**src/rtl/obuf.sv**
```systemverilog
// Output buffer: captures one full result vector in a single parallel load,
// then streams the elements out over valid/ready, element 0 first.
module obuf #(
  parameter int unsigned datatype_size = 8,
  parameter int unsigned fifo_length   = 5,
  localparam int unsigned DataW = datatype_size * fifo_length,
  localparam int unsigned CntW  = $clog2(fifo_length + 1),
  localparam int unsigned IdxW  = (fifo_length > 1) ? $clog2(fifo_length) : 1
) (
  input  logic                     clk,
  input  logic                     rst_n,
  input  logic                     i_load,
  input  logic [DataW-1:0]         i_data,
  output logic                     o_load_ready,
  output logic                     o_valid,
  input  logic                     i_ready,
  output logic [datatype_size-1:0] o_data,
  output logic                     o_last,
  output logic [CntW-1:0]          o_count
);

  typedef enum logic [0:0] {StIdle, StDrain} state_e;

  state_e           state_q, state_d;
  logic [DataW-1:0] buf_q, buf_d;
  logic [IdxW-1:0]  idx_q, idx_d;
  logic [CntW-1:0]  count_q, count_d;

  // Next-state: accept a load only when empty, advance on each completed transfer.
  always_comb begin
    state_d = state_q;
    buf_d   = buf_q;
    idx_d   = idx_q;
    count_d = count_q;
    unique case (state_q)
      StIdle: begin
        if (i_load) begin
          buf_d   = i_data;
          idx_d   = '0;
          count_d = CntW'(fifo_length);
          state_d = StDrain;
        end
      end
      StDrain: begin
        if (i_ready) begin
          if (count_q == CntW'(1)) begin
            // Final element leaves; index rewinds so the next vector starts at 0.
            idx_d   = '0;
            count_d = '0;
            state_d = StIdle;
          end else begin
            idx_d   = idx_q + IdxW'(1);
            count_d = count_q - CntW'(1);
          end
        end
      end
      default: state_d = StIdle;
    endcase
  end

  // State register with synchronous active-low reset that also clears the buffer.
  always_ff @(posedge clk) begin
    if (!rst_n) begin
      state_q <= StIdle;
      buf_q   <= '0;
      idx_q   <= '0;
      count_q <= '0;
    end else begin
      state_q <= state_d;
      buf_q   <= buf_d;
      idx_q   <= idx_d;
      count_q <= count_d;
    end
  end

  // Outputs decoded from registered state only; data reads the array in place.
  always_comb begin
    o_load_ready = (state_q == StIdle);
    o_valid      = (state_q == StDrain);
    o_count      = count_q;
    o_last       = o_valid && (count_q == CntW'(1));
    o_data       = '0;
    if (o_valid) begin
      for (int k = 0; k < int'(fifo_length); k++) begin
        if (idx_q == IdxW'(k)) begin
          o_data = buf_q[k*datatype_size +: datatype_size];
        end
      end
    end
  end

endmodule

```
**config.mk**
```make
export PLATFORM = sky130hd
export DESIGN_NAME = obuf
export DESIGN_NICKNAME = d
export VERILOG_FILES = /design/src/rtl/obuf.sv
export SDC_FILE = /design/constraint.sdc
export NUM_CORES = 1
export LEC_CHECK = 0
export BUFFER_PORTS_ARGS = -buffer_cell sky130_fd_sc_hd__buf_2
export CAP_MARGIN = 20
export CORE_AREA = 2 2 75 77
export CTS_BUF_LIST = sky130_fd_sc_hd__clkbuf_8
export DETAILED_ROUTE_END_ITERATION = 6
export DIE_AREA = 0 0 77 79
export PLACE_DENSITY = 0.68
export SETUP_SLACK_MARGIN = 0.02
export SYNTH_ARGS = -nofsm -noshare
export SYNTH_HDL_FRONTEND = slang
export SYNTH_SLANG_ARGS = --single-unit
```
**constraint.sdc**
```tcl
create_clock -name clk -period 2.3 [get_ports clk]
set_input_delay 0.345 -clock clk [delete_from_list [all_inputs] [get_ports clk]]
set_output_delay 0.345 -clock clk [all_outputs]
set_load 0.01 [all_outputs]
```
==> summary.md <==
| Metric | Value |
|---|---|
| Status | complete, no violations |
| Leak pwr | 1.12 nW |
| Die footprint | 0.00608 sq mm |
| Core area | 0.00534 sq mm |
| Peak VDD IR | 322 uV |
| Initial antenna violation count | 0 |
| Fin cells | 398 |
| Initial Utilization | 43.4% |
| Post-route DRC | 0 |
| Critical path class | register to output port |
| Most common cell after layout, fill and taps aside | nand2_1 |
| Multiplexer area fraction after synthesis | 0% |
| Sequential Area | 942 sq um |
| Iter 0 DRT Violations | 86 |
| Skew final | 0.00565 ns |
| CP max stage delay | 0.35 ns |
| FF+latch count, synth | 47 |
| Async S/R FF share, synth | 0% |
| Busiest grt layer | met2 |
| Crit path buf inv count | 2 |
| Seq/Total Area, Yosys | 40.6% |
| Worst EP arrival | 1.84 ns |
| Via-per-instance ratio | 5.01 |
| Pwr per Cell Area | 674 mW/mm^2 |
| Most frequent cells in the layout | nand2_1, buf_2, dfxtp_1 |
| Largest net degree at the start of global routing | 48 |
| Avg Inst Size Synth | 8.24 sq um |
| Clk Latency, worst-skew pair | 0.29 ns |
| Area of the multi-input gates | 0.00121 sq mm |
| Worst-case clock buffer depth | 2 |
| Synthesized Nets | 332 |
| Xor and xnor fraction of the mapped netlist area | 0% |
| Post-Synth Adder-Cell Area | 3.78% |
| Logic gate share of total power | 12.9% |
| Post-route setup slack | 0.118 ns |
| Number of global-route vias before repair | 1793 |
| 1st-pass router iterations | 6 |
| CTS sink cnt | 47 |
| Grt total ovfl | 0 |
| Synth Area in Compound Gates | 25.7% |
| Startpoint Class | register |
| Crit path time final | 2.18 ns |
| Nets | 376 |
| Routed via count | 1994 |
| Worst-path clk slew | 0.09 ns |
| Main synth FF type | dfxtp_1 |
| First-pass GRT wire length | 8490 um |
| Period utilisation layout | 94.9% |
| Num CTS Buffers | 5 |
| Pint | 1.40 mW |
| Synthesized instance count | 281 |
| Family with the most delay on the worst path | adder cells |
| Post-synth EDFFs | 0 |
| Port Buf Inserts | 57 |
| Worst R2R Setup Slack | 0.80 ns |
| Met3 Use GR | 4.66% |
| Worst Path Max Fanout | 9 |
| Placed Cells | 389 |
| Gpl congestion | 0.761 |
| Final Slew Violations | 0 |
| CTS H-tree lvls | 2 |
| Share of cells above drive strength 1 | 23.6% |
| Clk pwr share | 38.3% |
| Final WL | 5110 um |
| Fin. Hold Viols | 0 |
| Die height | 79 um |
| Setup violations, final | 0 |
| Max Cap Viol | 0 |
| Worst Path Required | 1.96 ns |
| DPL Wire Length | 3650 um |
| Switch Pwr | 430 uW |
| Worst slack, placed | 0.242 ns |
| Ys Warns | 0 |
| CP max stage cell | dfxtp_2 |
| Unique cell type count in the Yosys netlist | 30 |
| Chip width | 77 um |
| Mapped Area | 0.00232 sq mm |
| Met2 Resource Use GR | 28.5% |
| Final ANT Viol Nets | 0 |
| WL/cell | 12.8 um |
| Slew @ Worst Pin | 0.667 ns |
| I/O Pins | 58 |
| Largest family of logic cells by synthesized area | compound AO/OA/AOI/OAI gates |
| CTS tree | done |
| CP Cell Sequence | ha_1, ha_4, nor3b_4, buf_4, o21ai_0, o2bb2ai_1, buf_2 |
| Root Buffer | clkbuf_8 |
| Routing usage on met1 | 23.5% |
| Cell Rows | 27 |
| Area grow syn2layout | 17.1% |
| FMAX | 458 MHz |
| Worst rel slew slack | 55.5% |
| Hold-fix buffers, CTS | 0 |
| Flop pwr share | 48.8% |
| Worst Hold Class | input pin to register |
| Fillers | 569 |
| GRT Resource Usage Total | 17.7% |
| Post-synthesis simple-gate area fraction | 21.5% |
| Switching Fraction | 23.5% |
| N_diodes | 0 |
| Element type at the critical path end | output port |
## synthesized netlist by cell type, types with 2 or more instances
library cell,count,share of area (%)
a21boi_1,43,14
a221oi_1,8,3.0
and3_1,3,0.81
buf_1,2,0.32
buf_2,3,0.65
buf_4,4,1.3
buf_6,8,3.9
clkbuf_1,7,1.1
dfxtp_1,47,41
ha_1,7,3.8
inv_1,7,1.1
nand2_1,89,14
nand3_1,10,2.2
nor2b_1,2,0.54
o21a_1,2,0.65
o21ai_0,17,3.7
o2bb2ai_1,8,3.0
or3_1,2,0.54
## flip-flops by register name, indices dropped and copies added, names as in the netlist
register,count
buf_q,40
idx_q,3
o_count,3
o_valid,1
## metrics by stage
stage / total power [mW] / hold WS, ns / utilization, % / setup TNS [ns] / cell area [sq um]
finish: 1.83 / 0.270 / 50.8 / 0 / 2710
global route: 1.92 / 0.262 / 50.8 / -0.0683 / 2710
CTS: 1.85 / 0.261 / 50.4 / 0 / 2690
detailed placement: 1.15 / 0.448 / 47.7 / 0 / 2550
global placement: 1.14 / 0.443 / 47.7 / 0 / 2550
floorplan: 1.08 / 0.432 / - / 0 / 2320
## worst reg2reg max path, stage by stage, from the launching register on
cell and delay, ns:
dfxtp_1 0.36, buf_4 0.23, nand2b_4 0.48, o211ai_1 0.17, o311a_1 0.15
## timing repair
action                                  4_1_cts  5_1_grt
gates resized for setup                       4        9
pin swaps                                     1        2
endpoints found under the setup margin        8        8
buffers inserted                              0        1
## routing by layer
metal / share of wire, % / vias up
met2: 45 / 56
met1: 47 / 895
met3: 6.2 / 5
met4: 1.2 / 0
met5: 0 / -
li1: - / 1038
## power groups by stage
stage | registers (mW) | logic (mW) | clock network (mW)
after detailed placement | 0.912 | 0.235 | 0
after floorplan | 0.903 | 0.177 | 0
after CTS | 0.893 | 0.236 | 0.716
after global placement | 0.911 | 0.230 | 0
after global routing | 0.899 | 0.271 | 0.747
final | 0.893 | 0.236 | 0.700
## final timing paths
path,cells after the start,endpoint,start
setup / recovery,7,o_data[6],idx_q[0]
hold / removal,3,buf_q[3],i_data[3]
setup reg to reg,4,o_count[2],o_valid
hold reg to reg,2,buf_q[14],buf_q[14]
## cells by family (layout without fill, tap and decap cells)
kind of cell	count (synthesis)	in the layout
buffers and inverters	31	76
adders and majority gates	7	7
and+or+nand+nor	114	114
DFF	47	47
AOI/OAI and AO/OA	82	82
## layout make-up
class	count	share of cell area (%)
flip-flops and latches	47	34.7
inverters	7	0.969
repair buffers	61	11.6
clock inverters	3	2.35
multi-input cells	203	44.5
well taps	72	3.32
clock buffers	5	2.54
Power figures use the tool's default switching activity.
